$ cat config.mk
export PLATFORM = sky130hd
export DESIGN_NAME = i2c_mem_slave
export DESIGN_NICKNAME = d
export VERILOG_FILES = /design/src/rtl/i2c_pkg.sv /design/src/rtl/i2c_line_sync.sv /design/src/rtl/i2c_mem_slave.sv
export SDC_FILE = /design/constraint.sdc
export NUM_CORES = 2
export LEC_CHECK = 0
export ABC_CLOCK_PERIOD_IN_PS = 6000
export CAP_MARGIN = 0
export CORE_ASPECT_RATIO = 1.5
export CORE_MARGIN = 10
export CORE_UTILIZATION = 40
export DETAILED_ROUTE_END_ITERATION = 6
export HOLD_SLACK_MARGIN = 0.15
export PLACE_DENSITY_LB_ADDON = 0.05
export SYNTH_ARGS = -nofsm -noshare
export SYNTH_HDL_FRONTEND = slang
export SYNTH_HIERARCHICAL = 1
export SYNTH_SLANG_ARGS = --single-unit
$ cat constraint.sdc
create_clock -name clk -period 6 [get_ports clk]
set_input_delay 1.5 -clock clk [delete_from_list [all_inputs] [get_ports clk]]
set_output_delay 1.5 -clock clk [all_outputs]
set_load 0.02 [all_outputs]
$ cat src/rtl/i2c_pkg.sv
// Shared definitions for the I2C slave memory: FSM state encoding,
// ACK/NACK bus levels and the byte width.
package i2c_pkg;

  localparam int unsigned BYTE_W = 8;

  localparam logic I2C_ACK  = 1'b0;
  localparam logic I2C_NACK = 1'b1;

  typedef enum logic [3:0] {
    ST_IDLE      = 4'd0,
    ST_ADDR      = 4'd1,
    ST_ADDR_ACK  = 4'd2,
    ST_PTR       = 4'd3,
    ST_PTR_ACK   = 4'd4,
    ST_WDATA     = 4'd5,
    ST_WDATA_ACK = 4'd6,
    ST_RDATA     = 4'd7,
    ST_RDATA_ACK = 4'd8
  } i2c_state_t;

endpackage

$ cat src/rtl/i2c_line_sync.sv
// Synchronises the asynchronous SCL/SDA pins and produces registered
// single-cycle SCL edge, START and STOP strobes plus the synchronised SDA.
module i2c_line_sync #(
  parameter int unsigned SYNC_STAGES = 2
) (
  input  logic clk,
  input  logic rst,
  input  logic scl_i,
  input  logic sda_i,
  output logic scl_rise,
  output logic scl_fall,
  output logic start_det,
  output logic stop_det,
  output logic sda
);

  logic [SYNC_STAGES-1:0] scl_sync_q, scl_sync_d;
  logic [SYNC_STAGES-1:0] sda_sync_q, sda_sync_d;
  logic scl_prev_q, scl_prev_d;
  logic sda_prev_q, sda_prev_d;
  logic scl_rise_q, scl_rise_d;
  logic scl_fall_q, scl_fall_d;
  logic start_q, start_d;
  logic stop_q, stop_d;
  logic sda_q, sda_d;
  logic scl_s, sda_s;

  assign scl_s = scl_sync_q[SYNC_STAGES-1];
  assign sda_s = sda_sync_q[SYNC_STAGES-1];

  // Next-state for the synchroniser chains and the edge/condition strobes
  always_comb begin
    scl_sync_d = {scl_sync_q[SYNC_STAGES-2:0], scl_i};
    sda_sync_d = {sda_sync_q[SYNC_STAGES-2:0], sda_i};
    scl_prev_d = scl_s;
    sda_prev_d = sda_s;
    scl_rise_d = scl_s & ~scl_prev_q;
    scl_fall_d = ~scl_s & scl_prev_q;
    start_d    = scl_s & scl_prev_q & sda_prev_q & ~sda_s;
    stop_d     = scl_s & scl_prev_q & ~sda_prev_q & sda_s;
    sda_d      = sda_s;
  end

  // Registers; an idle bus (both lines high) is assumed out of reset
  always_ff @(posedge clk) begin
    if (!rst) begin
      scl_sync_q <= '1;
      sda_sync_q <= '1;
      scl_prev_q <= 1'b1;
      sda_prev_q <= 1'b1;
      scl_rise_q <= 1'b0;
      scl_fall_q <= 1'b0;
      start_q    <= 1'b0;
      stop_q     <= 1'b0;
      sda_q      <= 1'b1;
    end else begin
      scl_sync_q <= scl_sync_d;
      sda_sync_q <= sda_sync_d;
      scl_prev_q <= scl_prev_d;
      sda_prev_q <= sda_prev_d;
      scl_rise_q <= scl_rise_d;
      scl_fall_q <= scl_fall_d;
      start_q    <= start_d;
      stop_q     <= stop_d;
      sda_q      <= sda_d;
    end
  end

  assign scl_rise  = scl_rise_q;
  assign scl_fall  = scl_fall_q;
  assign start_det = start_q;
  assign stop_det  = stop_q;
  assign sda       = sda_q;

endmodule

$ cat src/rtl/i2c_mem_slave.sv
// I2C slave with an internal byte memory: address match, word pointer,
// auto-incrementing burst writes/reads, repeated START, open-drain SDA.
module i2c_mem_slave
  import i2c_pkg::*;
#(
  parameter logic [6:0]  DEV_ADDR    = 7'h50,
  parameter int unsigned MEM_DEPTH   = 256,
  parameter int unsigned SYNC_STAGES = 2,
  localparam int unsigned ADDR_W     = $clog2(MEM_DEPTH)
) (
  input  logic              clk,
  input  logic              rst,
  input  logic              scl_i,
  input  logic              sda_i,
  output logic              sda_oe,
  output logic              busy,
  output logic              addr_nack,
  output logic              wr_pulse,
  output logic [ADDR_W-1:0] wr_addr,
  output logic [BYTE_W-1:0] wr_data
);

  logic scl_rise, scl_fall, start_det, stop_det, sda_s;

  i2c_line_sync #(.SYNC_STAGES(SYNC_STAGES)) u_line_sync (
    .clk       (clk),
    .rst       (rst),
    .scl_i     (scl_i),
    .sda_i     (sda_i),
    .scl_rise  (scl_rise),
    .scl_fall  (scl_fall),
    .start_det (start_det),
    .stop_det  (stop_det),
    .sda       (sda_s)
  );

  i2c_state_t        state_q, state_d;
  logic [2:0]        bit_cnt_q, bit_cnt_d;
  logic [BYTE_W-1:0] shift_q, shift_d;
  logic [ADDR_W-1:0] ptr_q, ptr_d;
  logic              rw_q, rw_d;
  logic              ack_ph_q, ack_ph_d;
  logic              sda_oe_q, sda_oe_d;
  logic              busy_q, busy_d;
  logic              addr_nack_q, addr_nack_d;
  logic              wr_pulse_q, wr_pulse_d;
  logic [ADDR_W-1:0] wr_addr_q, wr_addr_d;
  logic [BYTE_W-1:0] wr_data_q, wr_data_d;
  logic              mem_we;
  logic [BYTE_W-1:0] rx_byte, rd_byte;
  logic [BYTE_W-1:0] mem [MEM_DEPTH];

  // Protocol FSM; ack_ph marks that the 9th SCL rise of a byte has been seen
  always_comb begin
    state_d     = state_q;
    bit_cnt_d   = bit_cnt_q;
    shift_d     = shift_q;
    ptr_d       = ptr_q;
    rw_d        = rw_q;
    ack_ph_d    = ack_ph_q;
    sda_oe_d    = sda_oe_q;
    busy_d      = busy_q;
    addr_nack_d = 1'b0;
    wr_pulse_d  = 1'b0;
    wr_addr_d   = wr_addr_q;
    wr_data_d   = wr_data_q;
    mem_we      = 1'b0;
    rx_byte     = {shift_q[BYTE_W-2:0], sda_s};
    rd_byte     = mem[ptr_q];
    if (start_det) begin
      state_d   = ST_ADDR;
      bit_cnt_d = 3'd0;
      ack_ph_d  = 1'b0;
      sda_oe_d  = 1'b0;
    end else if (stop_det) begin
      state_d   = ST_IDLE;
      bit_cnt_d = 3'd0;
      ack_ph_d  = 1'b0;
      sda_oe_d  = 1'b0;
      busy_d    = 1'b0;
    end else begin
      case (state_q)
        ST_IDLE: begin
          bit_cnt_d = 3'd0;
          sda_oe_d  = 1'b0;
        end
        ST_ADDR, ST_PTR, ST_WDATA: begin
          if (scl_rise) begin
            shift_d   = rx_byte;
            bit_cnt_d = bit_cnt_q + 3'd1;
            if (bit_cnt_q == 3'd7) begin
              ack_ph_d = 1'b0;
              case (state_q)
                ST_ADDR: begin
                  if (rx_byte[BYTE_W-1:1] == DEV_ADDR) begin
                    state_d = ST_ADDR_ACK;
                    rw_d    = rx_byte[0];
                    busy_d  = 1'b1;
                  end else begin
                    state_d     = ST_IDLE;
                    addr_nack_d = 1'b1;
                    busy_d      = 1'b0;
                  end
                end
                ST_PTR: begin
                  ptr_d   = rx_byte[ADDR_W-1:0];
                  state_d = ST_PTR_ACK;
                end
                default: begin
                  mem_we     = 1'b1;
                  wr_pulse_d = 1'b1;
                  wr_addr_d  = ptr_q;
                  wr_data_d  = rx_byte;
                  ptr_d      = ptr_q + ADDR_W'(1'b1);
                  state_d    = ST_WDATA_ACK;
                end
              endcase
            end else begin
              ack_ph_d = ack_ph_q;
            end
          end else begin
            shift_d = shift_q;
          end
        end
        ST_ADDR_ACK, ST_PTR_ACK, ST_WDATA_ACK: begin
          if (scl_fall) begin
            if (ack_ph_q) begin
              ack_ph_d  = 1'b0;
              bit_cnt_d = 3'd0;
              if ((state_q == ST_ADDR_ACK) && rw_q) begin
                state_d  = ST_RDATA;
                shift_d  = rd_byte;
                sda_oe_d = ~rd_byte[BYTE_W-1];
              end else begin
                state_d  = (state_q == ST_ADDR_ACK) ? ST_PTR : ST_WDATA;
                sda_oe_d = 1'b0;
              end
            end else begin
              sda_oe_d = ~I2C_ACK;
            end
          end else if (scl_rise) begin
            ack_ph_d = 1'b1;
          end else begin
            ack_ph_d = ack_ph_q;
          end
        end
        // shift_q[7] always holds the bit to present on the next SCL fall
        ST_RDATA: begin
          if (scl_rise) begin
            shift_d   = {shift_q[BYTE_W-2:0], 1'b0};
            bit_cnt_d = bit_cnt_q + 3'd1;
            if (bit_cnt_q == 3'd7) begin
              state_d  = ST_RDATA_ACK;
              ack_ph_d = 1'b0;
            end else begin
              state_d = ST_RDATA;
            end
          end else if (scl_fall) begin
            sda_oe_d = ~shift_q[BYTE_W-1];
          end else begin
            sda_oe_d = sda_oe_q;
          end
        end
        ST_RDATA_ACK: begin
          if (scl_fall) begin
            sda_oe_d = 1'b0;
            if (ack_ph_q) begin
              state_d   = ST_RDATA;
              shift_d   = rd_byte;
              sda_oe_d  = ~rd_byte[BYTE_W-1];
              ack_ph_d  = 1'b0;
              bit_cnt_d = 3'd0;
            end else begin
              ack_ph_d = 1'b0;
            end
          end else if (scl_rise) begin
            if (sda_s == I2C_NACK) begin
              state_d  = ST_IDLE;
              sda_oe_d = 1'b0;
              busy_d   = 1'b0;
            end else begin
              ptr_d    = ptr_q + ADDR_W'(1'b1);
              ack_ph_d = 1'b1;
            end
          end else begin
            ack_ph_d = ack_ph_q;
          end
        end
        default: begin
          state_d  = ST_IDLE;
          sda_oe_d = 1'b0;
          busy_d   = 1'b0;
        end
      endcase
    end
  end

  // Control and output registers
  always_ff @(posedge clk) begin
    if (!rst) begin
      state_q     <= ST_IDLE;
      bit_cnt_q   <= 3'd0;
      shift_q     <= '0;
      ptr_q       <= '0;
      rw_q        <= 1'b0;
      ack_ph_q    <= 1'b0;
      sda_oe_q    <= 1'b0;
      busy_q      <= 1'b0;
      addr_nack_q <= 1'b0;
      wr_pulse_q  <= 1'b0;
      wr_addr_q   <= '0;
      wr_data_q   <= '0;
    end else begin
      state_q     <= state_d;
      bit_cnt_q   <= bit_cnt_d;
      shift_q     <= shift_d;
      ptr_q       <= ptr_d;
      rw_q        <= rw_d;
      ack_ph_q    <= ack_ph_d;
      sda_oe_q    <= sda_oe_d;
      busy_q      <= busy_d;
      addr_nack_q <= addr_nack_d;
      wr_pulse_q  <= wr_pulse_d;
      wr_addr_q   <= wr_addr_d;
      wr_data_q   <= wr_data_d;
    end
  end

  // Memory array, deliberately without reset
  always_ff @(posedge clk) begin
    if (rst && mem_we) begin
      mem[ptr_q] <= rx_byte;
    end
  end

  assign sda_oe    = sda_oe_q;
  assign busy      = busy_q;
  assign addr_nack = addr_nack_q;
  assign wr_pulse  = wr_pulse_q;
  assign wr_addr   = wr_addr_q;
  assign wr_data   = wr_data_q;

endmodule
==> metrics.cfg <==
[status]
outcome=finished with violations
violations=slew limit

[critical_path]
crit_path_frequent_cell=nor2_1
crit_type=reg2reg
cp.arrival_ps=5490
ff2ff_path_depth=7
crit_chain=nand2b_1 > nor2_1 > and4b_1 > nand2_2 > nor3_1 > nand2_1 > nor2_1
timing.rr.end=mem[92][6]
worstSetupStartpointType=flop
rrSetupSlack_ps=980
crit_slowest_cell=nor3_1
cp_max_fo=17
startpoint=state_q[0]
cp-end-kind=flop
r2r-start=state_q[0]
required_ps=6460
critical-path-max-stage-delay_ps=890

[pwr]
seq_power_share_pct=54.7
power_frac_clock_pct=45.2
power.density_nw_per_um2=316.0
ir_drop_mv=0.1986
leakage_nw=29.87
p_int_mw=23.43
switching_share_pct=19.53
p_total_mw=29.11
combPwrFrac_pct=0.1
power_switching_mw=5.685

[detailed_routing]
drt-total-wl_mm=233.8
vias_per_cell=5.731
num_vias=39538
drc=0
final_antenna_net_count=0
drt_pass1_iterations=5
drt_iter0_markers=3578
wire_per_inst_um=33.89

[worst_hold_path]
hold_depth=1
hold_path_end=u_line_sync/scl_sync_q[1]
worstHoldStart=u_line_sync/scl_sync_q[0]
hold_class=reg2reg

[cells_and_area]
final_nets=4072
drive_gt1_share_pct=23.68
mostFrequentLayoutCell=edfxtp_1
area_delta_synth_final_pct=12.94
final_cell_mix=2048 x edfxtp_1, 514 x mux4_2, 310 x nor2_1, 214 x clkbuf_16, 196 x a22oi_1

[timing]
rsz0062_at_grt=no
worst_slew_margin_rel_pct=-1.445
slew_violations=24
final-setup-viol-count=0
tightest_slew_ps=1522
tns_ps=0
fin_crit_sh_pct=83.71
final-hold-violation-count=0
fmax_mhz=199.1
min_period_ps=5022
skew_ps=31.69

[synth]
yosysSeqAreaShare_pct=76.93
yosys_warnings=6
syn-cell-area_sq_um=81580
netlist_instances=3938
ys.flop_type=edfxtp_1
synth_edf_count=2048
yosys_register_bits=2111
async_reset_ff_share_pct=0
synth_cell_types=72
post_synth.cell_area_avg_sq_um=20.72
syn_nets=3948

[die]
initial_core_util_pct=40.10
boundaryPins=24
fp.dieH_um=573.1
die_area_sq_um=222800
core_area_sq_um=203400
die_w_um=388.7
rows=203

[clock_network]
cts_setup_buffers=0
clockBufferDepth=4
clock-root-buffer=clkbuf_16
clk_pin_slew_ps=60
clock_latency_ps=860
clock-sinks=2111
cts_hold_buffers=0
cts_tree=built
h-tree-depth=4
cts.repair.resized=0
numCtsBuffers=210

[global_routing]
grt_start_max_net_pins=172
grt_util_all_layers_pct=20.71
antenna_found_initial=9
grt_pass1_vias=41529
grt_pass1_wl_mm=330.2
overflow=0

[placement]
globalplace.congestion=0.8061
place.detailed.hpwl_mm=144.3
io_buffers=23

[flow_run]
cap_viol_max_count=0

power by group through the flow:
| stage | Combinational, mW | Sequential, mW | Clock, mW |
|---|---|---|---|
| after floorplan | 0.0135 | 16.3 | 0 |
| after global placement | 0.0373 | 16.2 | 0 |
| after detailed placement | 0.0373 | 16.2 | 0 |
| after CTS | 0.0373 | 15.9 | 13.5 |
| after global routing | 0.0395 | 15.9 | 14.0 |
| final | 0.0362 | 15.9 | 13.2 |
routing by layer:
| metal | wire length [um] | track usage (%) |
|---|---|---|
| met5 | 13 | 0 |
| met4 | 8073 | 6.626 |
| met3 | 11130 | 2.877 |
| met2 | 121400 | 36.18 |
| met1 | 93160 | 26.58 |
sequential cells by signal (all words and copies together), names as in the netlist, 2 cells and up, named ones only:
name                    count
mem                      2048
ptr_q                       8
shift_q                     8
wr_addr                     8
wr_data                     8
state_q                     4
bit_cnt_q                   3
u_line_sync/scl_sync_q      2
u_line_sync/sda_sync_q      2
synth_stat cells (all sizes together) (7+ instances only):
cell type / instances / share of area, %
nand4: 8 / 0.061
nand2b: 8 / 0.061
buf: 127 / 0.95
a211oi: 8 / 0.074
mux2i: 20 / 0.25
and2: 7 / 0.054
nor2b: 12 / 0.092
nor4: 29 / 0.22
clkbuf: 117 / 0.54
mux2: 8 / 0.11
o22ai: 13 / 0.10
nand2: 118 / 0.55
nor2: 311 / 1.4
nand3: 13 / 0.086
o21ai: 25 / 0.15
a22oi: 196 / 1.8
mux4: 522 / 14
inv: 14 / 0.064
a21oi: 144 / 0.88
dfxtp: 63 / 1.5
a31oi: 12 / 0.092
edfxtp: 2048 / 75
nor3: 37 / 0.23
cells by family (layout without fill, tap and decap cells):
| family | after synthesis | count (layout) | synth area share, % |
|---|---|---|---|
| mux | 550 | 550 | 14.80 |
| fa+ha+maj | 7 | 7 | 0.1043 |
| buf+inv | 260 | 554 | 1.566 |
| flops | 2111 | 2111 | 76.93 |
| compound gates | 439 | 439 | 3.540 |
| other cells | 0 | 2 | 0 |
| simple gates | 571 | 571 | 3.055 |
final cells by class:
class | instances | area [sq um]
Inverter | 16 | 60.06
Multi-Input combinational cell | 1567 | 17660
Timing Repair Buffer | 156 | 1529
Clock inverter | 135 | 1262
Antenna cell | 2 | 5.005
Clock buffer | 247 | 5479
Fill cell | 17216 | 111300
Tap cell | 2665 | 3334
Sequential cell | 2111 | 62810
how the worst max path moves through the flow:
stage / end / slack [ps] / depth (start not counted)
global placement: mem[87][1] / 620 / 5
finish: mem[92][6] / 980 / 7
floorplan: flop / 910 / 6
global route: mem[87][1] / 640 / 7
detailed placement: mem[72][6] / 770 / 5
CTS: mem[69][0] / 850 / 7
per-stage QoR:
stage / utilization (%) / instances / cell area (sq um) / setup slack (ps) / hold WS, ps
6_report: 45.29 / 6899 / 92130 / 977.6 / 412.4
5_1_grt: 45.28 / 6898 / 92130 / 644.0 / 435.0
4_1_cts: 45.28 / 6897 / 92130 / 845.6 / 417.9
3_5_place_dp: 41.97 / 6515 / 85390 / 770.9 / 397.7
3_3_place_gp: 41.97 / 6515 / 85390 / 624.5 / 400.5
2_1_floorplan: - / 3938 / 81580 / 909.5 / 384.6
critical path, delay by kind of cell (launching register included):
kind,cells,cell delay (ps)
and+or+nand+nor,7,4040
DFF,1,580
No activity file was read; power rests on OpenSTA's default activity.
